==> config.mk <==
export PLATFORM = sky130hd
export DESIGN_NAME = alu_issue_ctrl
export DESIGN_NICKNAME = d
export VERILOG_FILES = /design/src/rtl/alu_issue_ctrl.sv
export SDC_FILE = /design/constraint.sdc
export NUM_CORES = 1
export LEC_CHECK = 0
export CELL_PAD_IN_SITES_DETAIL_PLACEMENT = 0
export CELL_PAD_IN_SITES_GLOBAL_PLACEMENT = 1
export CORE_MARGIN = 1.5
export CORE_UTILIZATION = 33
export DETAILED_ROUTE_END_ITERATION = 6
export GPL_ROUTABILITY_DRIVEN = 0
export PLACE_DENSITY_LB_ADDON = 0.1
export REMOVE_ABC_BUFFERS = 1
export SLEW_MARGIN = 15
export SYNTH_ARGS = -nofsm -noshare
export SYNTH_HDL_FRONTEND = slang
export SYNTH_SLANG_ARGS = --single-unit
==> constraint.sdc <==
create_clock -name CLK -period 1.9 [get_ports CLK]
set_clock_uncertainty 0.05 [all_clocks]
set_input_delay 0.38 -clock CLK [delete_from_list [all_inputs] [get_ports CLK]]
set_output_delay 0.38 -clock CLK [all_outputs]
set_load 0.01 [all_outputs]
==> src/rtl/alu_issue_ctrl.sv <==
// Issue controller ahead of the ALU: collects command + operands and drives the ALU input bus.
// Latency: accept -> COLLECT -> ISSUE, at least 3 cycles per command; multiplies add MUL_LAT-1 idle cycles.
// Backpressure: one command in flight; CMD/A/B READY are decoded only from internal state, never from inputs.
module alu_issue_ctrl #(
    parameter int WIDTH   = 8,
    parameter int C_WIDTH = 4,
    parameter int TIMEOUT = 16,
    parameter int MUL_LAT = 3
) (
    input  logic               CLK,
    input  logic               RST,
    input  logic               CMD_VALID,
    output logic               CMD_READY,
    input  logic               CMD_MODE,
    input  logic [C_WIDTH-1:0] CMD_OP,
    input  logic               CMD_CIN,
    input  logic               A_VALID,
    output logic               A_READY,
    input  logic [WIDTH-1:0]   A_DATA,
    input  logic               B_VALID,
    output logic               B_READY,
    input  logic [WIDTH-1:0]   B_DATA,
    output logic               CE,
    output logic               MODE,
    output logic [C_WIDTH-1:0] CMD,
    output logic [WIDTH-1:0]   OPA,
    output logic [WIDTH-1:0]   OPB,
    output logic               CIN,
    output logic [1:0]         INP_VALID,
    output logic               TIMEOUT_ERR,
    output logic               BUSY
);

    localparam int TW = $clog2(TIMEOUT + 1);
    localparam int MW = (MUL_LAT > 2) ? $clog2(MUL_LAT) : 1;

    typedef enum logic [1:0] {S_IDLE, S_COLLECT, S_ISSUE, S_MUL_WAIT} state_t;

    state_t             state, state_nxt;
    logic               run;
    logic               mode_q, cin_q;
    logic [C_WIDTH-1:0] op_q;
    logic [1:0]         need, held, held_nxt;
    logic [TW-1:0]      timer;
    logic [MW-1:0]      mcnt;
    logic               tmo, tmo_nxt;
    logic               cmd_hs, a_hs, b_hs, partial, is_mul;
    logic               mode_r, cin_r;
    logic [C_WIDTH-1:0] cmd_r;
    logic [WIDTH-1:0]   opa_r, opb_r;

    // Operand-need mask (bit0 = A, bit1 = B); unknown codes fall through to two operands.
    function automatic logic [1:0] need_of(input logic m, input logic [C_WIDTH-1:0] op);
        logic [1:0] n;
        n = 2'b11;
        if (m) begin
            if (op == C_WIDTH'(4) || op == C_WIDTH'(5))
                n = 2'b01;
            else if (op == C_WIDTH'(6) || op == C_WIDTH'(7))
                n = 2'b10;
        end else begin
            if (op == C_WIDTH'(6) || op == C_WIDTH'(8) || op == C_WIDTH'(9))
                n = 2'b01;
            else if (op == C_WIDTH'(7) || op == C_WIDTH'(10) || op == C_WIDTH'(11))
                n = 2'b10;
        end
        return n;
    endfunction

    // run gates CMD_READY so nothing is accepted while reset is (or was just) active.
    assign CMD_READY = run && (state == S_IDLE);
    assign A_READY   = (state == S_COLLECT) && need[0] && !held[0];
    assign B_READY   = (state == S_COLLECT) && need[1] && !held[1];
    assign cmd_hs    = CMD_VALID && CMD_READY;
    assign a_hs      = A_VALID && A_READY;
    assign b_hs      = B_VALID && B_READY;
    assign held_nxt  = held | {b_hs, a_hs};
    // Partial presentation: two-operand command with exactly one operand captured.
    assign partial   = (state == S_COLLECT) && (need == 2'b11) && (held[0] ^ held[1]);
    assign is_mul    = mode_q && (op_q == C_WIDTH'(9) || op_q == C_WIDTH'(10));

    assign CE          = run;
    assign MODE        = mode_r;
    assign CMD         = cmd_r;
    assign CIN         = cin_r;
    assign OPA         = opa_r;
    assign OPB         = opb_r;
    assign INP_VALID   = (state == S_ISSUE) ? need : (partial ? held : 2'b00);
    assign TIMEOUT_ERR = tmo;
    assign BUSY        = (state != S_IDLE);

    // State register.
    always_ff @(posedge CLK) begin
        if (RST)
            state <= S_IDLE;
        else
            state <= state_nxt;
    end

    // Next-state decode, including the partial-presentation timeout.
    always_comb begin
        state_nxt = state;
        tmo_nxt   = 1'b0;
        case (state)
            S_IDLE: begin
                if (cmd_hs)
                    state_nxt = S_COLLECT;
            end
            S_COLLECT: begin
                if ((held_nxt & need) == need) begin
                    state_nxt = S_ISSUE;
                end else if (partial && timer == TW'(TIMEOUT - 1)) begin
                    state_nxt = S_IDLE;
                    tmo_nxt   = 1'b1;
                end
            end
            S_ISSUE: begin
                state_nxt = (is_mul && MUL_LAT > 1) ? S_MUL_WAIT : S_IDLE;
            end
            S_MUL_WAIT: begin
                if (mcnt == MW'(MUL_LAT - 2))
                    state_nxt = S_IDLE;
            end
            default: state_nxt = S_IDLE;
        endcase
    end

    // Command latch, held flags, partial timer, multiply wait counter and error pulse.
    always_ff @(posedge CLK) begin
        if (RST) begin
            run    <= 1'b0;
            tmo    <= 1'b0;
            mode_q <= 1'b0;
            op_q   <= '0;
            cin_q  <= 1'b0;
            need   <= 2'b00;
            held   <= 2'b00;
            timer  <= '0;
            mcnt   <= '0;
        end else begin
            run <= 1'b1;
            tmo <= tmo_nxt;
            if (cmd_hs) begin
                mode_q <= CMD_MODE;
                op_q   <= CMD_OP;
                cin_q  <= CMD_CIN;
                need   <= need_of(CMD_MODE, CMD_OP);
                held   <= 2'b00;
                timer  <= '0;
            end else if (state == S_COLLECT) begin
                held <= tmo_nxt ? 2'b00 : held_nxt;
                if (partial)
                    timer <= timer + TW'(1);
            end
            if (state == S_ISSUE)
                mcnt <= '0;
            else if (state == S_MUL_WAIT)
                mcnt <= mcnt + MW'(1);
        end
    end

    // ALU-facing registers: command fields move only when an operand is captured, so they
    // stay frozen whenever INP_VALID is 00.
    always_ff @(posedge CLK) begin
        if (RST) begin
            mode_r <= 1'b0;
            cmd_r  <= '0;
            cin_r  <= 1'b0;
            opa_r  <= '0;
            opb_r  <= '0;
        end else begin
            if (a_hs)
                opa_r <= A_DATA;
            if (b_hs)
                opb_r <= B_DATA;
            if (a_hs || b_hs) begin
                mode_r <= mode_q;
                cmd_r  <= op_q;
                cin_r  <= cin_q;
            end
        end
    end

endmodule

After elaboration in Yosys (flattened, before gate mapping) --
Index checks and enable logic that the tools add are counted.
Word-level totals: register bits after elaboration 43, latch bits 0, RAM bits 0, memory bits (read-only) 0, bits of input ports 27, logic and storage cells 86, memories 0
Cells by class: add/subtract/negate cells 2, multipliers 0, div/mod/pow operators 0, magnitude comparators 0, eq/ne operators 20, shift-type cells 0, mux-type cells 18, bitwise operators 3, reductions and logical operators 28
Operators with widths (count):
- $eq A4 B4 Y1 const B | 6
- $mux W2 | 11
- $eq A4 B3 Y1 const B | 4
- $logic_and A1 B1 Y1 | 12
- $logic_or A1 B1 Y1 | 8
- $pmux W2 S4 | 1
- $eq A2 B2 Y1 const B | 3
- $mux W1 | 6
- $add A5 B1 Y5 const B | 1
- $eq A5 B4 Y1 const B | 1
- $eq A2 B1 Y1 const B | 2
- $ne A2 B2 Y1 const B | 2
- $reduce_or A2 Y1 | 2
- $ne A3 B1 Y1 const B | 1
- $reduce_and A3 Y1 | 1
- $add A2 B1 Y2 const B | 1
- $and A2 B2 Y2 | 1
- $eq A2 B2 Y1 | 1
- $logic_not A1 Y1 | 2
- $logic_not A2 Y1 | 1
- $or A2 B2 Y2 | 1
- $reduce_and A2 Y1 | 1
- $reduce_bool A2 Y1 | 1
- $xor A1 B1 Y1 | 1

Longest topological paths before layout --
Gate-level depths: netlist of the first run.
word-level depth 10, gate-level depth with buffers 6, mapped depth without buffers 6

Least setup slack after synthesis of the first run --
Ideal clock, no wire load.
path type reg2out, from register state[1], to output INP_VALID[1], arrival 1.296 ns, data required time 1.470 ns, slack 0.174 ns, stages on the path, launching flop included 6, path buffers 2, cells stage by stage dfxtp_1 > buf_2 > and4bb_4 > buf_2 > a21oi_1 > nor2b_1
Between the ends: longest elaborated chain between the ends 5
RTL lines:
- start, declared | line 39 | state_t state, state_nxt;
- start signal, assigned | line 97 | state <= state_nxt;
- $eq A2 B1 Y1 | line 79 | assign partial = (state == S_COLLECT) && (need == 2'b11) && (held[0] ^ held[1]);
- $logic_and A1 B1 Y1 (2 in a row) | line 79
- $mux W2 | line 88 | assign INP_VALID = (state == S_ISSUE) ? need : (partial ? held : 2'b00);
- $mux W2 (*) | line 88
- end, declared | line 29 | output logic [1:0] INP_VALID,
Every way passes the cells marked *; elsewhere a longest branch is shown, timed or not.

Worst setup path in the final report of the first run --
from register held[1], to output B_READY
Between the ends: longest elaborated chain between the ends 2
RTL lines:
- start, declared | line 43 | logic [1:0] need, held, held_nxt;
- start signal, assigned | line 151 | held <= tmo_nxt ? 2'b00 : held_nxt;
- $logic_not A1 Y1 | line 73 | assign B_READY = (state == S_COLLECT) && need[1] && !held[1];
- $logic_and A1 B1 Y1 | line 73
- end, declared | line 21 | output logic B_READY,
No other way between the ends.

==> impl_metrics.prom, run 1 <==
# TYPE chip_impl_metric gauge
chip_impl_info{name="run_status",value="finished, final reports clean"} 1
chip_impl_metric{name="place_worst_setup_slack",unit="ps"} 38.0
chip_impl_metric{name="detailroute.via_count",unit=""} 1638
chip_impl_info{name="worstHoldStart",value="OPB[1]"} 1
chip_impl_metric{name="floorplan.initialDensity",unit=""} 0.351
chip_impl_metric{name="globalRouteMet1Util",unit=""} 0.198
chip_impl_info{name="worst_setup_path_start_kind",value="flop"} 1
chip_impl_metric{name="fmax",unit="GHz"} 0.557
chip_impl_metric{name="max_slew_margin",unit=""} 0.795
chip_impl_info{name="dominant_synthesized_flop_cell",value="sky130_fd_sc_hd__dfxtp_1"} 1
chip_impl_info{name="root_buffer",value="sky130_fd_sc_hd__clkbuf_8"} 1
chip_impl_metric{name="n_fill_cell",unit=""} 505
chip_impl_metric{name="synthArstFlopShare",unit=""} 0
chip_impl_metric{name="power.static_leakage",unit="nW"} 1.04
chip_impl_metric{name="io_buffer_count",unit=""} 56
chip_impl_metric{name="grt_pass1_vias",unit=""} 1545
chip_impl_metric{name="clock_tree.buffer_depth",unit=""} 2
chip_impl_info{name="path_cells",value="buf_4, and4bb_2, dlygate4sd2_1"} 1
chip_impl_metric{name="areaGrowthSynthToFinish",unit="%"} 44.8
chip_impl_metric{name="ys_seq_area_frac",unit=""} 0.468
chip_impl_metric{name="design.die.area",unit="um^2"} 6030
chip_impl_metric{name="netSwitchingPower",unit="mW"} 0.454
chip_impl_metric{name="maximum_number_of_pins_on_one_net_before_global_route_repair",unit=""} 37
chip_impl_metric{name="synth_warnings",unit=""} 0
chip_impl_metric{name="numClockSinks",unit=""} 43
chip_impl_metric{name="synth_seq_cells",unit=""} 43
chip_impl_metric{name="p_seq_frac",unit=""} 0.523
chip_impl_metric{name="critPathMaxStageDelay",unit="ps"} 340
chip_impl_metric{name="num_antenna_cells",unit=""} 0
chip_impl_metric{name="fp-row-count",unit=""} 26
chip_impl_info{name="critical_path.reg2reg.endpoint",value="state[0]"} 1
chip_impl_info{name="worstSetupEndpointType",value="primary output"} 1
chip_impl_metric{name="ff_latch_area",unit="um^2"} 867
chip_impl_metric{name="power_per_cell_area",unit="nW/um^2"} 686
chip_impl_metric{name="fin_ws",unit="ps"} 105
chip_impl_metric{name="final_core_utilization",unit=""} 0.508
chip_impl_metric{name="holdWs",unit="ps"} 404
chip_impl_info{name="most-common-layout-cells",value="50 x sky130_fd_sc_hd__clkdlybuf4s50_1, 40 x sky130_fd_sc_hd__dfxtp_1, 33 x sky130_fd_sc_hd__nand2_1, 29 x sky130_fd_sc_hd__a21oi_1, 21 x sky130_fd_sc_hd__nand3_1"} 1
chip_impl_metric{name="layout_min_cycle_time",unit="ps"} 1800
chip_impl_info{name="most_frequent_standard_cell_in_the_layout_excluding_fill_and_tap_cells",value="sky130_fd_sc_hd__clkdlybuf4s50_1"} 1
chip_impl_info{name="netlist.top_cell.by_area",value="sky130_fd_sc_hd__dfxtp_1"} 1
chip_impl_metric{name="nets",unit=""} 310
chip_impl_metric{name="core",unit="um^2"} 5240
chip_impl_metric{name="globalRouteOverflowTotal",unit=""} 0
chip_impl_info{name="cts_tree",value="done"} 1
chip_impl_metric{name="synth.avg_cell_area",unit="um^2"} 8.72
chip_impl_info{name="area_contributors_post_synth",value="sky130_fd_sc_hd__dfxtp_1 47%, sky130_fd_sc_hd__a21oi_1 7.9%, sky130_fd_sc_hd__nand2_1 6.7%, sky130_fd_sc_hd__nand3_1 5.7%, sky130_fd_sc_hd__mux2i_1 3.8%"} 1
chip_impl_metric{name="ctsHtreeMaxLevel",unit=""} 2
chip_impl_metric{name="global_route.usage.met2",unit=""} 0.233
chip_impl_metric{name="post-synth-top-area-fraction",unit=""} 0.468
chip_impl_metric{name="timing_worst_slew_pin_value",unit="ps"} 307
chip_impl_metric{name="cts_setup_buffers",unit=""} 0
chip_impl_metric{name="met3_demand_to_capacity_share_in_global_routing",unit=""} 0.0365
chip_impl_metric{name="critical_path_peak_fanout",unit=""} 4
chip_impl_info{name="holdCritPathClass",value="flop to flop"} 1
chip_impl_metric{name="drc",unit=""} 0
chip_impl_info{name="critPathKind",value="flop to primary output"} 1
chip_impl_info{name="cell_with_the_largest_stage_delay_on_the_worst_path",value="sky130_fd_sc_hd__dfxtp_1"} 1
chip_impl_metric{name="grt.total_usage",unit=""} 0.150
chip_impl_metric{name="setup-tns-final",unit="ps"} 0
chip_impl_info{name="critical_path.reg2reg.startpoint",value="held[1]"} 1
chip_impl_metric{name="final_layout_size_suffix_gt1_frac",unit=""} 0.139
chip_impl_metric{name="final_antenna_net_count",unit=""} 0
chip_impl_metric{name="io_pins",unit=""} 57
chip_impl_metric{name="synth-edff-count",unit=""} 0
chip_impl_metric{name="cts.hold.buffers_added",unit=""} 0
chip_impl_metric{name="numPlacedInstances",unit=""} 343
chip_impl_info{name="timing.hold.worst_endpoint",value="OPB[1]"} 1
chip_impl_metric{name="p_comb_frac",unit=""} 0.160
chip_impl_metric{name="drt_pre_antenna_iters",unit=""} 4
chip_impl_info{name="global_route.peak_usage_layer",value="met2"} 1
chip_impl_metric{name="reg2reg_depth",unit=""} 6
chip_impl_metric{name="die_boundary_width",unit="um"} 77.7
chip_impl_metric{name="grt_first_pass_wirelength",unit="um"} 7200
chip_impl_metric{name="critical_path_required",unit="ps"} 1470
chip_impl_metric{name="synthDistinctLibCells",unit=""} 38
chip_impl_metric{name="min_delay_path_depth",unit=""} 2
chip_impl_metric{name="max-cap-violations",unit=""} 0
chip_impl_metric{name="final_hold_viol_count",unit=""} 0
chip_impl_info{name="grt_setup_unrepaired",value="no"} 1
chip_impl_metric{name="viasPerCell",unit=""} 4.68
chip_impl_metric{name="reg2reg_setup_slack",unit="ps"} 190
chip_impl_metric{name="timing.final.crit_share",unit=""} 0.945
chip_impl_metric{name="clock_insertion_delay_worst_skew",unit="ps"} 290
chip_impl_metric{name="power.ir.vdd_worst",unit="V"} 0.000327
chip_impl_metric{name="timing.critical_path.arrival",unit="ps"} 1370
chip_impl_metric{name="count_of_final_setup_violators",unit=""} 0
chip_impl_metric{name="power.clock.fraction",unit=""} 0.317
chip_impl_metric{name="die_height",unit="um"} 77.7
chip_impl_metric{name="place_hpwl",unit="um"} 3060
chip_impl_metric{name="multi_input_area",unit="um^2"} 905
chip_impl_metric{name="p_sw_frac",unit=""} 0.249
chip_impl_metric{name="clk_pin_slew",unit="ps"} 80
chip_impl_metric{name="internal_power",unit="mW"} 1.37
chip_impl_metric{name="drt-total-wl",unit="um"} 4250
chip_impl_metric{name="layoutNonFillerInstCount",unit=""} 350
chip_impl_metric{name="drt-wirelength-per-cell",unit="um"} 12.1
chip_impl_metric{name="number_of_antenna_violations_at_the_first_check_in_global_routing",unit=""} 0
chip_impl_metric{name="number_of_drc_markers_after_the_initial_detailed_route_iteration",unit=""} 76
chip_impl_metric{name="syn-cell-area",unit="um^2"} 1840
chip_impl_metric{name="netlist_instances",unit=""} 211
chip_impl_metric{name="slew_viol_final",unit=""} 0
chip_impl_metric{name="cts_made_buffers",unit=""} 5
==> worst max-delay path, delay by kind of cell (launching register included) <==
kind | cells | cell delay, ps
simple gates | 1 | 310
buf+inv | 2 | 420
flops | 1 | 340
==> how the worst max path moves through the flow <==
stage / cells past startpoint / start / to / slack, ps
6_report: 3 / held[1] / B_READY / 100
5_1_grt: 4 / state[1] / CMD_READY / 8
4_1_cts: 4 / state[1] / INP_VALID[0] / 20
3_5_place_dp: 4 / need[0] / INP_VALID[0] / 40
3_3_place_gp: 4 / need[0] / INP_VALID[0] / 50
2_1_floorplan: 3 / state[1] / INP_VALID[0] / 350
==> cell usage after synthesis, drive strengths merged (3+ instances only) <==
library cell and count:
dfxtp 43, and4bb 3, nand3 21, nand2 33, mux2i 7, inv 6, nor2 18, clkbuf 6
buf 6, nor3b 4, nor2b 4, a21oi 29, xor2 3, ha 3
==> logic make-up after synthesis <==
logic type / share of synthesized area
muxes: 0.0442
and+or+nand+nor: 0.252
AOI/OAI and AO/OA: 0.148
DFF: 0.468
adders and majority gates: 0.0204
xor gates and xnor gates: 0.0238
buffers and inverters: 0.0442
==> routing by layer <==
| metal | up-vias | wire (um) |
|---|---|---|
| met4 | 0 | 65 |
| met1 | 731 | 2110 |
| met3 | 4 | 216 |
| met2 | 41 | 1860 |
| li1 | 862 | - |
| met5 | - | 0 |
==> power groups by stage <==
stage	Sequential [mW]	Combinational, mW	Clock [mW]
finish	0.955	0.292	0.580
CTS	0.954	0.296	0.606
detailed placement	0.973	0.303	0
global placement	0.972	0.305	0
floorplan	0.974	0.121	0
global route	0.960	0.323	0.646
==> flip-flops by register name, summed over array words and instances, names as in the netlist <==
name	flops
timer	5
OPB	8
state	2
TIMEOUT_ERR	1
held	2
MODE	1
OPA	8
need	2
cin_q	1
CIN	1
op_q	4
CE	1
CMD	4
mode_q	1
mcnt	2
==> layout make-up <==
| class | instances | area share |
|---|---|---|
| timing repair buffer | 74 | 0.260 |
| sequential | 43 | 0.326 |
| inverter | 6 | 0.00846 |
| tap | 70 | 0.0329 |
| multi-input combinational | 150 | 0.340 |
| clock inverter | 1 | 0.00188 |
| clock buffer | 6 | 0.0310 |
==> per-stage QoR <==
step / total power [mW] / instance area [um^2]
6_report: 1.83 / 2660
5_1_grt: 1.93 / 2660
4_1_cts: 1.86 / 2660
3_5_place_dp: 1.28 / 2580
3_3_place_gp: 1.28 / 2580
2_1_floorplan: 1.10 / 1780
==> timing repair <==
item,in CTS,in global routing
endpoints found under the setup margin,6,2
resized for setup,10,5
pin swaps,0,1
Note: power is estimated with default switching activity, not from simulation.
==> run 2: changes to the inputs <==
--- a/config.mk
+++ b/config.mk
@@ -7,7 +7,6 @@
 export LEC_CHECK = 0
 export CELL_PAD_IN_SITES_DETAIL_PLACEMENT = 0
 export CELL_PAD_IN_SITES_GLOBAL_PLACEMENT = 1
-export CORE_MARGIN = 1.5
 export CORE_UTILIZATION = 33
 export DETAILED_ROUTE_END_ITERATION = 6
 export GPL_ROUTABILITY_DRIVEN = 0
==> run 2 against run 1 <==
Setup slack improved by 2.4 ps. Global-route usage rose by 0.85 points. Critical endpoint is now A_READY. Total power fell by 0.13%.
==> impl_metrics.prom, run 2 (synthesized netlist as in run 1, its figures left out) <==
# TYPE chip_impl_metric gauge
chip_impl_metric{name="fp-row-count",unit=""} 26
chip_impl_metric{name="grt.total_usage",unit=""} 0.158
chip_impl_metric{name="final_layout_size_suffix_gt1_frac",unit=""} 0.142
chip_impl_metric{name="globalRouteOverflowTotal",unit=""} 0
chip_impl_metric{name="grt_pass1_vias",unit=""} 1594
chip_impl_metric{name="drc",unit=""} 0
chip_impl_info{name="run_status",value="finished, final reports clean"} 1
chip_impl_metric{name="clock_tree.buffer_depth",unit=""} 2
chip_impl_metric{name="clock_insertion_delay_worst_skew",unit="ps"} 290
chip_impl_metric{name="ctsHtreeMaxLevel",unit=""} 2
chip_impl_metric{name="min_delay_path_depth",unit=""} 2
chip_impl_metric{name="number_of_antenna_violations_at_the_first_check_in_global_routing",unit=""} 0
chip_impl_metric{name="io_buffer_count",unit=""} 56
chip_impl_metric{name="drt-wirelength-per-cell",unit="um"} 12.2
chip_impl_metric{name="floorplan.initialDensity",unit=""} 0.351
chip_impl_metric{name="ff_latch_area",unit="um^2"} 865
chip_impl_metric{name="drt-total-wl",unit="um"} 4280
chip_impl_info{name="most_frequent_standard_cell_in_the_layout_excluding_fill_and_tap_cells",value="sky130_fd_sc_hd__clkdlybuf4s50_1"} 1
chip_impl_info{name="root_buffer",value="sky130_fd_sc_hd__clkbuf_8"} 1
chip_impl_metric{name="max-cap-violations",unit=""} 0
chip_impl_metric{name="detailroute.via_count",unit=""} 1675
chip_impl_metric{name="power.static_leakage",unit="nW"} 1.05
chip_impl_info{name="critPathKind",value="flop to primary output"} 1
chip_impl_metric{name="globalRouteMet1Util",unit=""} 0.212
chip_impl_metric{name="p_seq_frac",unit=""} 0.523
chip_impl_info{name="worstSetupEndpointType",value="primary output"} 1
chip_impl_metric{name="nets",unit=""} 311
chip_impl_metric{name="max_slew_margin",unit=""} 0.736
chip_impl_metric{name="power.ir.vdd_worst",unit="V"} 0.000331
chip_impl_metric{name="critical_path_peak_fanout",unit=""} 6
chip_impl_metric{name="drt_pre_antenna_iters",unit=""} 3
chip_impl_metric{name="power.clock.fraction",unit=""} 0.316
chip_impl_metric{name="timing.critical_path.arrival",unit="ps"} 1360
chip_impl_metric{name="p_comb_frac",unit=""} 0.161
chip_impl_metric{name="layoutNonFillerInstCount",unit=""} 351
chip_impl_info{name="worst_setup_path_start_kind",value="flop"} 1
chip_impl_metric{name="layout_min_cycle_time",unit="ps"} 1790
chip_impl_metric{name="die_height",unit="um"} 76.7
chip_impl_metric{name="timing_worst_slew_pin_value",unit="ps"} 396
chip_impl_info{name="global_route.peak_usage_layer",value="met2"} 1
chip_impl_metric{name="cts_made_buffers",unit=""} 5
chip_impl_metric{name="numPlacedInstances",unit=""} 343
chip_impl_metric{name="areaGrowthSynthToFinish",unit="%"} 44.1
chip_impl_metric{name="netSwitchingPower",unit="mW"} 0.453
chip_impl_metric{name="core",unit="um^2"} 5240
chip_impl_metric{name="critical_path_required",unit="ps"} 1470
chip_impl_metric{name="final_antenna_net_count",unit=""} 0
chip_impl_metric{name="timing.final.crit_share",unit=""} 0.944
chip_impl_metric{name="final_hold_viol_count",unit=""} 0
chip_impl_metric{name="die_boundary_width",unit="um"} 76.7
chip_impl_metric{name="io_pins",unit=""} 57
chip_impl_metric{name="fmax",unit="GHz"} 0.558
chip_impl_metric{name="number_of_drc_markers_after_the_initial_detailed_route_iteration",unit=""} 57
chip_impl_metric{name="met3_demand_to_capacity_share_in_global_routing",unit=""} 0.0452
chip_impl_metric{name="numClockSinks",unit=""} 43
chip_impl_metric{name="viasPerCell",unit=""} 4.77
chip_impl_metric{name="reg2reg_depth",unit=""} 6
chip_impl_metric{name="power_per_cell_area",unit="nW/um^2"} 689
chip_impl_metric{name="multi_input_area",unit="um^2"} 900
chip_impl_metric{name="grt_first_pass_wirelength",unit="um"} 7480
chip_impl_metric{name="n_fill_cell",unit=""} 522
chip_impl_metric{name="maximum_number_of_pins_on_one_net_before_global_route_repair",unit=""} 37
chip_impl_metric{name="num_antenna_cells",unit=""} 0
chip_impl_metric{name="clk_pin_slew",unit="ps"} 80
chip_impl_metric{name="internal_power",unit="mW"} 1.37
chip_impl_metric{name="place_hpwl",unit="um"} 3120
chip_impl_metric{name="count_of_final_setup_violators",unit=""} 0
chip_impl_metric{name="slew_viol_final",unit=""} 0
chip_impl_info{name="most-common-layout-cells",value="50 x sky130_fd_sc_hd__clkdlybuf4s50_1, 40 x sky130_fd_sc_hd__dfxtp_1, 33 x sky130_fd_sc_hd__nand2_1, 29 x sky130_fd_sc_hd__a21oi_1, 21 x sky130_fd_sc_hd__nand3_1"} 1
chip_impl_info{name="holdCritPathClass",value="flop to flop"} 1
chip_impl_metric{name="setup-tns-final",unit="ps"} 0
chip_impl_info{name="grt_setup_unrepaired",value="no"} 1
chip_impl_info{name="cts_tree",value="done"} 1
chip_impl_metric{name="global_route.usage.met2",unit=""} 0.247
chip_impl_metric{name="p_sw_frac",unit=""} 0.248
chip_impl_metric{name="design.die.area",unit="um^2"} 5880
==> run 2: changes by cell type in the layout (fill, tap and decap cells not counted), sizes merged <==
cell  change
buf       +1
==> run 2: per-layer routing <==
metal	up-vias	part of all wire
met5	-	0
met4	0	0.0084
met1	764	0.52
li1	863	-
met2	44	0.43
met3	4	0.049
==> run 2: stage by stage <==
| step | total power [mW] | area (um^2) | hold WS (ps) | worst slack (ps) | utilization |
|---|---|---|---|---|---|
| 4_1_cts | 1.85 | 2650 | 407 | 21.8 | 0.506 |
| 5_1_grt | 1.93 | 2650 | 434 | 49.8 | 0.506 |
| 3_3_place_gp | 1.27 | 2560 | 392 | 54.2 | 0.489 |
| 3_5_place_dp | 1.27 | 2560 | 396 | 27.5 | 0.489 |
| 2_1_floorplan | 1.10 | 1780 | 380 | 354 | - |
| 6_report | 1.82 | 2650 | 404 | 107 | 0.506 |
==> run 2: worst max-delay path, stage by stage (launching register included) <==
cell and delay [ps]:
sky130_fd_sc_hd__dfxtp_2 350, sky130_fd_sc_hd__and4bb_4 330, sky130_fd_sc_hd__buf_4 130, sky130_fd_sc_hd__dlygate4sd2_1 260
==> run 2: path summary, 6_finish.rpt <==
check	slack, ps	startpoint	end
worst min-delay path	400	OPB[1]	OPB[1]
worst max register to register	190	state[1]	state[0]
worst max-delay path	110	state[1]	A_READY
worst min register to register	400	OPB[1]	OPB[1]
==> run 2: what timing repair did <==
action | 4_1_cts | 5_1_grt
hold buffers | 0 | 0
resized for setup | 11 | 3
hold endpoints to repair | 0 | 0
setup endpoints to repair | 6 | 2
buffers inserted | 0 | 1
==> run 2: power groups by stage <==
stage | sequential (mW) | clock, mW | combinational (mW)
after detailed placement | 0.973 | 0 | 0.302
after CTS | 0.954 | 0.601 | 0.297
after global routing | 0.960 | 0.649 | 0.325
after floorplan | 0.974 | 0 | 0.121
final | 0.954 | 0.577 | 0.294
after global placement | 0.972 | 0 | 0.302
==> run 2: layout make-up <==
type	count	share of cell area
clock buffers	6	0.0312
clock inverters	1	0.00189
inverters	6	0.00850
multi-input cells	150	0.339
flip-flops and latches	43	0.326
well taps	70	0.0331
repair buffers	75	0.260
